### config.mk
export PLATFORM = sky130hd
export DESIGN_NAME = port_rr_sched
export DESIGN_NICKNAME = d
export VERILOG_FILES = /design/src/rtl/port_rr_sched.sv
export SDC_FILE = /design/constraint.sdc
export NUM_CORES = 1
export LEC_CHECK = 0
export BUFFER_PORTS_ARGS = -buffer_cell sky130_fd_sc_hd__buf_2
export CORE_ASPECT_RATIO = 0.7
export CORE_MARGIN = 1.5
export CORE_UTILIZATION = 38
export DETAILED_ROUTE_END_ITERATION = 8
export GPL_TIMING_DRIVEN = 0
export PLACE_DENSITY_LB_ADDON = 0.12
export SLEW_MARGIN = 10
export SYNTH_ARGS = -nofsm -noshare
export SYNTH_HDL_FRONTEND = slang
export SYNTH_SLANG_ARGS = --single-unit
### constraint.sdc
create_clock -name clk -period 2.2 [get_ports clk]
set_input_delay 0.66 -clock clk [delete_from_list [all_inputs] [get_ports clk]]
set_output_delay 0.66 -clock clk [all_outputs]
set_load 0.02 [all_outputs]
### src/rtl/port_rr_sched.sv
// Round-robin packet scheduler: drains whole packets from NUM_PORTS FWFT FIFOs into one writer.
// Define PORT_RR_SCHED_TIMEOUT_EN to add the stall timeout (pkt_timeout output and ABORT state).
module port_rr_sched #(
    parameter int unsigned NUM_PORTS   = 4,
    parameter int unsigned DATA_WIDTH  = 8,
    parameter int unsigned TIMEOUT_CYC = 64
) (
    input  logic                          clk,
    input  logic                          rst_n,
    input  logic [NUM_PORTS*DATA_WIDTH-1:0] fifo_dout,
    input  logic [NUM_PORTS-1:0]          fifo_eop,
    input  logic [NUM_PORTS-1:0]          fifo_empty,
    output logic [NUM_PORTS-1:0]          fifo_rd_en,
    output logic                          wr_valid,
    input  logic                          wr_ready,
    output logic [DATA_WIDTH-1:0]         wr_data,
    output logic [$clog2(NUM_PORTS)-1:0]  wr_port,
    output logic                          wr_eop,
    output logic                          busy
`ifdef PORT_RR_SCHED_TIMEOUT_EN
    ,
    output logic                          pkt_timeout
`endif
);

    localparam int unsigned PW = $clog2(NUM_PORTS);

    if (NUM_PORTS < 2 || NUM_PORTS > 16 || TIMEOUT_CYC < 1) begin : g_param_check
        $error("port_rr_sched: parameter out of range");
    end

`ifdef PORT_RR_SCHED_TIMEOUT_EN
    typedef enum logic [1:0] {IDLE, XFER, ABORT} state_t;
    localparam int unsigned TW = $clog2(TIMEOUT_CYC + 1);
    logic [TW-1:0] stall_cnt_q, stall_cnt_d;
`else
    typedef enum logic [1:0] {IDLE, XFER} state_t;
`endif

    state_t        state_q, state_d;
    logic [PW-1:0] grant_q, grant_d;
    logic [PW-1:0] last_grant_q, last_grant_d;
    logic [PW-1:0] pick;
    logic [PW-1:0] cand;
    logic          found;
    logic          xfer;

    // First non-empty port scanning upward from last_grant+1, wrapping at NUM_PORTS.
    always_comb begin
        pick  = '0;
        cand  = '0;
        found = 1'b0;
        for (int unsigned i = 1; i <= NUM_PORTS; i++) begin
            cand = PW'((32'(last_grant_q) + i) % NUM_PORTS);
            if (!found && !fifo_empty[cand]) begin
                found = 1'b1;
                pick  = cand;
            end
        end
    end

    always_comb begin
        state_d      = state_q;
        grant_d      = grant_q;
        last_grant_d = last_grant_q;
        fifo_rd_en   = '0;
        wr_valid     = 1'b0;
        wr_data      = '0;
        wr_port      = '0;
        wr_eop       = 1'b0;
        busy         = 1'b0;
        xfer         = 1'b0;
`ifdef PORT_RR_SCHED_TIMEOUT_EN
        pkt_timeout  = 1'b0;
`endif
        unique case (state_q)
            IDLE: begin
                if (found) begin
                    grant_d = pick;
                    state_d = XFER;
                end
            end
            XFER: begin
                busy     = 1'b1;
                wr_valid = ~fifo_empty[grant_q];
                wr_data  = fifo_dout[32'(grant_q)*DATA_WIDTH +: DATA_WIDTH];
                wr_eop   = fifo_eop[grant_q];
                wr_port  = grant_q;
                xfer     = wr_valid & wr_ready;
                fifo_rd_en[grant_q] = xfer;
                if (xfer && wr_eop) begin
                    last_grant_d = grant_q;
                    state_d      = IDLE;
                end
`ifdef PORT_RR_SCHED_TIMEOUT_EN
                else if (!wr_valid && stall_cnt_q == TW'(TIMEOUT_CYC - 1)) begin
                    state_d = ABORT;
                end
`endif
            end
`ifdef PORT_RR_SCHED_TIMEOUT_EN
            ABORT: begin
                pkt_timeout  = 1'b1;
                last_grant_d = grant_q;
                state_d      = IDLE;
            end
`endif
            default: state_d = IDLE;
        endcase
    end

`ifdef PORT_RR_SCHED_TIMEOUT_EN
    // Counts consecutive empty cycles while the grant is held; anything else clears it.
    always_comb begin
        if (state_q == XFER && state_d == XFER && fifo_empty[grant_q])
            stall_cnt_d = stall_cnt_q + 1'b1;
        else
            stall_cnt_d = '0;
    end

    always_ff @(posedge clk or negedge rst_n) begin
        if (!rst_n) stall_cnt_q <= '0;
        else        stall_cnt_q <= stall_cnt_d;
    end
`endif

    always_ff @(posedge clk or negedge rst_n) begin
        if (!rst_n) begin
            state_q      <= IDLE;
            grant_q      <= '0;
            last_grant_q <= PW'(NUM_PORTS - 1);
        end else begin
            state_q      <= state_d;
            grant_q      <= grant_d;
            last_grant_q <= last_grant_d;
        end
    end

endmodule
==> flow_metrics.env, run 1 <==
export IMPL_status="complete, but fails checks"
export IMPL_failed_checks="negative setup slack"
export IMPL_cts_buffer_depth=2
export IMPL_htreeDepth=1
export IMPL_rows=12
export IMPL_drt_first_pass_iters=4
export IMPL_drc=0
export IMPL_finish_instance_area_mm2=0.001282
export IMPL_fin_util_pct=76.95
export IMPL_min_period_ns=2.307
export IMPL_dp_cells=142
export IMPL_comb_power_share_pct=83.8
export IMPL_syn_nets=105
export IMPL_yosys_warnings=0
export IMPL_worstPathArrival_ns=1.65
export IMPL_grt_usage_pct=23.36
export IMPL_powerDensity_mw_per_mm2=1467
export IMPL_power_mw=1.881
export IMPL_synthFlopType="dfrtp_1"
export IMPL_dp_slack_ns=-0.03813
export IMPL_async_reset_ff_share_pct=100.0
export IMPL_numPortBuffers=59
export IMPL_switching_share_pct=40.32
export IMPL_coreArea_mm2=0.001667
export IMPL_avgViaCountPerCell=5.375
export IMPL_worst_setup_path_type="flop to output port"
export IMPL_worst_slack_ns=-0.1073
export IMPL_yosysSeqAreaShare_pct=18.09
export IMPL_routed_wl_um=2463
export IMPL_hold_path_class="input port to asynchronous set/reset pin"
export IMPL_syn_to_final_growth_pct=81.74
export IMPL_grt_ovfl_total=0
export IMPL_tns_ns=-0.6846
export IMPL_wl_per_cell_um=15.39
export IMPL_synth_area_um2=705.7
export IMPL_critPathLaunchType="flop"
export IMPL_fmax_ghz=0.4334
export IMPL_fillers=125
export IMPL_syn_area_per_cell_um2=11.38
export IMPL_die_h_um=39.06
export IMPL_r2r_slack_ns=0.47
export IMPL_grt_max_degree=11
export IMPL_rsz0062_at_grt="yes"
export IMPL_postRouteAntennaNets=0
export IMPL_synth_edf_count=0
export IMPL_antenna_found_initial=0
export IMPL_cts_buffers=3
export IMPL_power_switching_mw=0.7586
export IMPL_synth_cell_types=29
export IMPL_clkSinkCount=5
export IMPL_clock_latency_ns=0.25
export IMPL_synthDominantAreaCellType="mux4_1"
export IMPL_final_hold_viol_count=0
export IMPL_setup_viol=11
export IMPL_ys_seq_elements=5
export IMPL_reg2reg_depth=6
export IMPL_drv_cap=0
export IMPL_p_clk_share_pct=5.8
export IMPL_path_clk_slew_ns=0.04
export IMPL_skew_ns=0.0007024
export IMPL_r2r_end="last_grant_q[1]"
export IMPL_final_nets=183
export IMPL_p_int_mw=1.123
export IMPL_postCtsHoldBufs=0
export IMPL_fin_crit_sh_pct=104.9
export IMPL_rr_startpoint="grant_q[0]"
export IMPL_place_congestion=0.7393
export IMPL_synthCells=62
export IMPL_drive_above_1_share_pct=80.58
export IMPL_grt_pass1_vias=808
export IMPL_post_dp_cell_area_mm2=0.001027
export IMPL_num_vias=860
export IMPL_cts_root_buf="clkbuf_4"
export IMPL_synth_top_area_share_pct=18.62
export IMPL_vdd_drop_max_mv=1.196
export IMPL_required_ns=1.54
export IMPL_initial_core_util_pct=42.34
export IMPL_final_cells=160
export IMPL_num_io_pins=60
export IMPL_relSlewSlack_pct=82.89
export IMPL_dieArea_mm2=0.002129
export IMPL_worstPathMaxFanout=6
export IMPL_die_x_um=54.51
export IMPL_final_hold_worst_slack_ns=0.2210
export IMPL_antenna_cells=0
export IMPL_endpoint_kind="output port"
export IMPL_cts_tree="done"
export IMPL_synthTopCellsByArea="mux4_1 (19%), mux4_2 (13%), and2_1 (12%)"
export IMPL_worst_slew_pin_slew_ns=0.2567
export IMPL_seqPwrFrac_pct=10.4
export IMPL_final_max_slew_viol_count=0
export IMPL_leakage_nw=0.6340
export IMPL_grt_pass1_wl_um=3484
export IMPL_drt_initial_drc_count=16
[critical path, cell delays in order, from the launching register on]
cell,delay (ns)
dfrtp_1,0.33
buf_6,0.14
buf_12,0.11
mux4_2,0.51
and2_4,0.19
buf_6,0.12
[state kept, by name (all words and copies together) (netlist names)]
register,flops
grant_q,2
last_grant_q,2
state_q,1
[power by group through the flow]
stage	clock (mW)	sequential (mW)	combinational [mW]
after global routing	0.119	0.203	1.67
after global placement	0	0.193	1.03
after detailed placement	0	0.194	1.06
after CTS	0.112	0.193	1.48
after floorplan	0	0.192	0.785
final	0.109	0.196	1.58
[area by class of cell]
cell class | instances | area, um2 | area share (%)
tap | 21 | 26.28 | 2.049
inverter | 1 | 3.754 | 0.2927
buffer | 5 | 55.05 | 4.293
sequential | 5 | 127.6 | 9.951
multi-input combinational | 51 | 549.3 | 42.83
clock buffer | 4 | 26.28 | 2.049
timing repair buffer | 73 | 494.2 | 38.54
[placed cells by master, fill, tap and decap left out]
cell type / instances
and4_4: 1
a21oi_1: 1
inv_1: 1
nor2_1: 2
mux2_2: 1
nor4_4: 1
mux2_4: 3
and2_4: 10
o21ai_0: 2
o21ai_2: 1
nor3_4: 1
nand2_1: 4
nor2b_2: 1
clkbuf_2: 1
mux4_2: 9
or3_1: 1
dfrtp_1: 3
o21ai_1: 1
buf_2: 43
and2_1: 4
buf_4: 19
clkbuf_1: 1
dfstp_2: 2
a32oi_1: 1
buf_12: 2
nand4_1: 1
clkbuf_4: 3
a211oi_1: 2
nor3_1: 1
buf_6: 13
mux2i_2: 1
o21a_1: 1
nor2b_1: 1
[kinds of logic after synthesis]
| group | Yosys count | share of synthesized area [%] |
|---|---|---|
| multiplexers | 14 | 40.78 |
| AO/OA/AOI/OAI | 9 | 8.510 |
| buffers and inverters | 6 | 8.155 |
| flip-flops | 5 | 18.08 |
| AND/OR/NAND/NOR | 28 | 24.47 |
[how the worst max path moves through the flow]
stage             startpoint            end  cells after the start
6_report          grant_q[0]         wr_eop                      5
5_1_grt           grant_q[0]         wr_eop                      5
4_1_cts           grant_q[0]     wr_data[5]                      5
3_5_place_dp   fifo_empty[0]  fifo_rd_en[2]                      5
3_3_place_gp   fifo_empty[0]  fifo_rd_en[2]                      5
2_1_floorplan  fifo_empty[3]  fifo_rd_en[1]                      3
[synthesized netlist by cell type, types with 2 or more instances]
cell	instances
and2_1	13
mux4_1	5
mux4_2	4
nand2_1	4
dfrtp_1	3
mux2_4	3
o21ai_0	3
a211oi_1	2
buf_6	2
dfstp_2	2
nor2_1	2
nor2b_1	2
[timing repair]
action	4_1_cts	5_1_grt
endpoints found under the setup margin	11	15
pin swaps	4	4
gates resized for setup	40	10
buffers inserted	11	3
[metal layers]
metal,vias to the layer above,wire length (um),part of all wire [%],GRT usage (%)
met5,-,0,0,0
met4,0,23,0.93,5.000
met3,4,212,8.6,5.039
met2,53,1246,51,42.47
met1,412,980,40,28.13
li1,391,-,-,-
Note: power is estimated with default switching activity, not from simulation.
==> run 2: changes to the inputs <==
--- a/config.mk
+++ b/config.mk
@@ -12,6 +12,7 @@
 export DETAILED_ROUTE_END_ITERATION = 8
 export GPL_TIMING_DRIVEN = 0
 export PLACE_DENSITY_LB_ADDON = 0.12
+export REMOVE_ABC_BUFFERS = 1
 export SLEW_MARGIN = 10
 export SYNTH_ARGS = -nofsm -noshare
 export SYNTH_HDL_FRONTEND = slang
==> flow_metrics.env, run 2 (synthesis results as in run 1) <==
export IMPL_final_nets=178
export IMPL_clock_latency_ns=0.24
export IMPL_worst_slew_pin_slew_ns=0.2844
export IMPL_skew_ns=0.0007720
export IMPL_wl_per_cell_um=14.87
export IMPL_leakage_nw=0.6034
export IMPL_dp_cells=137
export IMPL_die_h_um=39.06
export IMPL_required_ns=1.54
export IMPL_met1_usage_pct=26.67
export IMPL_num_vias=831
export IMPL_die_x_um=54.51
export IMPL_final_cell_mix="buf_2 (45), buf_4 (14), buf_6 (13), and2_4 (10), mux4_2 (9)"
export IMPL_failed_checks="negative setup slack"
export IMPL_crit_chain="buf_12 -> mux4_2 -> and2_4 -> buf_6"
export IMPL_grt_usage_pct=23.58
export IMPL_fin_crit_sh_pct=103.8
export IMPL_worst_path_buf_inv=2
export IMPL_routed_wl_um=2305
export IMPL_final_common_cell="buf_2"
export IMPL_powerDensity_mw_per_mm2=1457
export IMPL_syn_to_final_growth_pct=76.42
export IMPL_cpPeakStageDelay_ns=0.50
export IMPL_final_hold_viol_count=0
export IMPL_setup_viol=10
export IMPL_final_cells=155
export IMPL_grt_max_degree=18
export IMPL_top_regs="grant_q: 2 flops, last_grant_q: 2 flops, state_q: 1 flops"
export IMPL_cts_tree="done"
export IMPL_num_io_pins=60
export IMPL_drc=0
export IMPL_min_period_ns=2.284
export IMPL_htreeDepth=1
export IMPL_coreArea_mm2=0.001667
export IMPL_hpwl_um=1367
export IMPL_antenna_cells=0
export IMPL_tns_ns=-0.5933
export IMPL_path_clk_slew_ns=0.05
export IMPL_rows=12
export IMPL_use_met3_pct=6.589
export IMPL_cts_buffers=3
export IMPL_grt_pass1_vias=796
export IMPL_final_hold_worst_slack_ns=0.2159
export IMPL_initial_core_util_pct=42.34
export IMPL_cts_root_buf="clkbuf_4"
export IMPL_cts_buffer_depth=2
export IMPL_cpLargestDelayFamily="flip-flops"
export IMPL_numPortBuffers=59
export IMPL_worst_setup_path_type="flop to output port"
export IMPL_fillers=120
export IMPL_post_dp_cell_area_um2=973.4
export IMPL_drv_cap=0
export IMPL_vdd_drop_max_mv=0.9523
export IMPL_cp_slowest_cell="dfrtp_4"
export IMPL_place_congestion=0.6589
export IMPL_hold_path_class="input port to asynchronous set/reset pin"
export IMPL_busiest_layer="met2"
export IMPL_finish_instance_area_mm2=0.001245
export IMPL_dieArea_mm2=0.002129
export IMPL_avgViaCountPerCell=5.361
export IMPL_fmax_ghz=0.4378
export IMPL_worstPathMaxFanout=6
export IMPL_postRouteAntennaNets=0
export IMPL_worst_slack_ns=-0.08434
export IMPL_endpoint_kind="output port"
export IMPL_r2r_slack_ns=0.48
export IMPL_status="complete, but fails checks"
export IMPL_relSlewSlack_pct=81.04
export IMPL_critPathLaunchType="flop"
export IMPL_antenna_found_initial=0
export IMPL_grt_ovfl_total=0
export IMPL_drt_first_pass_iters=4
export IMPL_worstPathArrival_ns=1.62
export IMPL_gr_usage_met2_pct=40.96
export IMPL_drt_initial_drc_count=26
export IMPL_clkSinkCount=5
export IMPL_grt_pass1_wl_um=3374
export IMPL_drive_above_1_share_pct=81.34
export IMPL_final_max_slew_viol_count=0
export IMPL_rsz0062_at_grt="yes"
export IMPL_fin_util_pct=74.70
-- run 2: changes by cell type in the layout (fill, tap and decap cells not counted), moves of 2 or more --
cell     delta
buf_4       -5
dfrtp_1     -3
buf_2       +2
dfrtp_4     +2
-- run 2: timing repair --
item,4_1_cts,5_1_grt
pin swaps,2,2
hold buffers,0,0
setup endpoints to repair,13,14
resized for setup,40,14
setup buffers,11,3
-- run 2: per-stage QoR --
stage	setup WS (ns)	power [mW]
2_1_floorplan	0.01381	0.8821
3_3_place_gp	-0.2071	1.131
3_5_place_dp	-0.2612	1.144
4_1_cts	-0.1064	1.688
5_1_grt	-0.1311	1.913
6_report	-0.08434	1.814
-- run 2: report_power, final --
group | total, mW | internal (mW) | switching [mW] | leakage [nW]
clock network | 0.112 | 0.0690 | 0.0434 | 0.0150
logic | 1.45 | 0.846 | 0.600 | 0.537
registers | 0.255 | 0.163 | 0.0927 | 0.0509
-- run 2: routing by layer --
metal  vias up  wire [um]
li1        382          -
met1       398        868
met2        45       1223
met3         6        178
met4         0         35
met5         -          0
-- run 2: final timing paths --
| path | endpoint | startpoint | depth (start not counted) |
|---|---|---|---|
| worst min register to register | last_grant_q[1] | last_grant_q[1] | 1 |
| worst max-delay path | wr_eop | grant_q[0] | 4 |
| max in group asynchronous | last_grant_q[1] | rst_n | 1 |
| worst max register to register | last_grant_q[0] | grant_q[0] | 5 |
| worst min-delay path | grant_q[1] | rst_n | 1 |
| min in group clk | last_grant_q[1] | last_grant_q[1] | 1 |
-- run 2: worst reg2reg max path, stage by stage (launching register included) --
cell and delay, ns:
dfrtp_4 0.50, buf_12 0.15, mux4_2 0.43, buf_4 0.15, o21ai_2 0.09, mux2_4 0.33
-- run 2: area by class of cell --
cell class | count | area, um2 | area share, %
Multi-Input combinational cell | 51 | 555.5 | 44.62
Clock buffer | 4 | 26.28 | 2.111
Sequential cell | 5 | 136.4 | 10.95
Tap cell | 21 | 26.28 | 2.111
Inverter | 1 | 3.754 | 0.3015
Timing Repair Buffer | 73 | 496.7 | 39.90
==> run 3: changes to the inputs <==
--- a/config.mk
+++ b/config.mk
@@ -5,8 +5,7 @@
 export SDC_FILE = /design/constraint.sdc
 export NUM_CORES = 1
 export LEC_CHECK = 0
-export BUFFER_PORTS_ARGS = -buffer_cell sky130_fd_sc_hd__buf_2
-export CORE_ASPECT_RATIO = 0.7
+export BUFFER_PORTS_ARGS = -buffer_cell sky130_fd_sc_hd__clkbuf_2
 export CORE_MARGIN = 1.5
 export CORE_UTILIZATION = 38
 export DETAILED_ROUTE_END_ITERATION = 8
==> flow_metrics.env, run 3 (synthesis results as in run 1) <==
export IMPL_status="complete, but fails checks"
export IMPL_failed_checks="negative setup slack"
export IMPL_final_hold_worst_slack_ns=0.2252
export IMPL_num_io_pins=60
export IMPL_worstPathArrival_ns=1.60
export IMPL_routed_wl_um=2152
export IMPL_wl_met3_um=137
export IMPL_syn_to_final_growth_pct=81.38
export IMPL_routed_wl_met2_um=1111
export IMPL_drt_initial_drc_count=29
export IMPL_path_clk_slew_ns=0.04
export IMPL_vdd_drop_max_mv=0.7608
export IMPL_rows=15
export IMPL_clkSinkCount=5
export IMPL_antenna_found_initial=0
export IMPL_worstPathMaxFanout=6
export IMPL_r2r_slack_ns=0.49
export IMPL_final_common_cell="clkbuf_2"
export IMPL_cts_root_buf="clkbuf_4"
export IMPL_final_max_slew_viol_count=0
export IMPL_drt_first_pass_iters=4
export IMPL_clock_latency_ns=0.24
export IMPL_powerDensity_mw_per_mm2=1421
export IMPL_wl_met1_um=877
export IMPL_fmax_ghz=0.4415
export IMPL_skew_ns=0.002602
export IMPL_grt_pass1_vias=746
export IMPL_dp_cells=141
export IMPL_relSlewSlack_pct=81.50
export IMPL_place_congestion=0.7184
export IMPL_reg2reg_depth=5
export IMPL_cts_buffer_depth=2
export IMPL_drc=0
export IMPL_post_dp_cell_area_um2=978.4
export IMPL_power_mw=1.819
export IMPL_postRouteAntennaNets=0
export IMPL_dieArea_mm2=0.002125
export IMPL_seq_area_um2=133.9
export IMPL_fillers=139
export IMPL_postCtsHoldBufs=0
export IMPL_num_vias=810
export IMPL_initial_core_util_pct=40.87
export IMPL_final_hold_viol_count=0
export IMPL_tns_ns=-0.4539
export IMPL_drive_above_1_share_pct=79.85
export IMPL_htreeDepth=1
export IMPL_multiInputGateArea_um2=533.0
export IMPL_required_ns=1.54
export IMPL_grt_usage_pct=21.24
export IMPL_worst_setup_path_type="flop to output port"
export IMPL_topRoutingLayerUsed="met4"
export IMPL_cts_tree="done"
export IMPL_hold_path_class="input port to asynchronous set/reset pin"
export IMPL_leakage_nw=0.6270
export IMPL_antenna_cells=0
export IMPL_min_period_ns=2.265
export IMPL_final_cells=159
export IMPL_numPortBuffers=59
export IMPL_coreArea_mm2=0.001727
export IMPL_worst_slew_pin_slew_ns=0.2775
export IMPL_final_cell_mix="clkbuf_2 (42), buf_4 (13), mux4_2 (9), and2_4 (9), buf_8 (9)"
export IMPL_wl_per_cell_um=13.53
export IMPL_finish_instance_area_mm2=0.001280
export IMPL_endpoint_kind="output port"
export IMPL_cts_buffers=3
export IMPL_grt_max_degree=18
export IMPL_grt_pass1_wl_um=3215
export IMPL_avgViaCountPerCell=5.094
export IMPL_critPathLaunchType="flop"
export IMPL_drv_cap=0
export IMPL_final_nets=178
export IMPL_grt_ovfl_total=0
export IMPL_die_x_um=46.10
export IMPL_dp_slack_ns=-0.2360
export IMPL_fin_util_pct=74.13
export IMPL_top_regs="grant_q: 2 flops, last_grant_q: 2 flops, state_q: 1 flops"
export IMPL_setup_viol=9
export IMPL_hpwl_um=1321
export IMPL_rsz0062_at_grt="yes"
export IMPL_die_h_um=46.10
export IMPL_fin_crit_sh_pct=102.9
export IMPL_worst_slack_ns=-0.06489
-- run 3: cell count changes in the layout (fill, tap and decap cells not counted), moves of 9 or more --
cell / delta
buf_2: -43
buf_6: -9
buf_8: +9
clkbuf_2: +42
-- run 3: where the power goes --
part,switching (mW),internal [mW],leakage (nW)
clock network,0.0331,0.0683,0.0150
registers,0.0921,0.158,0.0508
logic,0.594,0.873,0.561
-- run 3: worst paths after layout --
kind                            startpoint               to
min in group clk           last_grant_q[1]  last_grant_q[1]
min                                  rst_n       grant_q[0]
max reg2reg                     grant_q[0]  last_grant_q[1]
max                             grant_q[0]           wr_eop
max in group asynchronous            rst_n  last_grant_q[1]
min reg2reg                last_grant_q[1]  last_grant_q[1]
-- run 3: area by class of cell --
type | instances | area share, %
repair buffers | 73 | 43.11
inverters | 1 | 0.2933
flip-flops and latches | 5 | 10.46
multi-input cells | 51 | 41.64
clock buffers | 4 | 2.053
well taps | 25 | 2.444
-- run 3: critical path: stages (launching register included) --
cell and delay [ns]:
dfrtp_4 0.49, buf_12 0.15, mux4_2 0.42, and2_4 0.18, buf_8 0.12
-- run 3: layer usage --
metal | GRT usage, % | vias to the layer above
met3 | 3.137 | 4
met4 | 3.429 | 0
met2 | 38.33 | 45
li1 | - | 380
met5 | 0 | -
met1 | 26.98 | 381
-- run 3: timing repair --
item | CTS | global route
hold endpoints to repair | 0 | 0
setup endpoints to repair | 13 | 13
resized for setup | 36 | 28
setup buffers | 14 | 0
pin swaps | 3 | 3
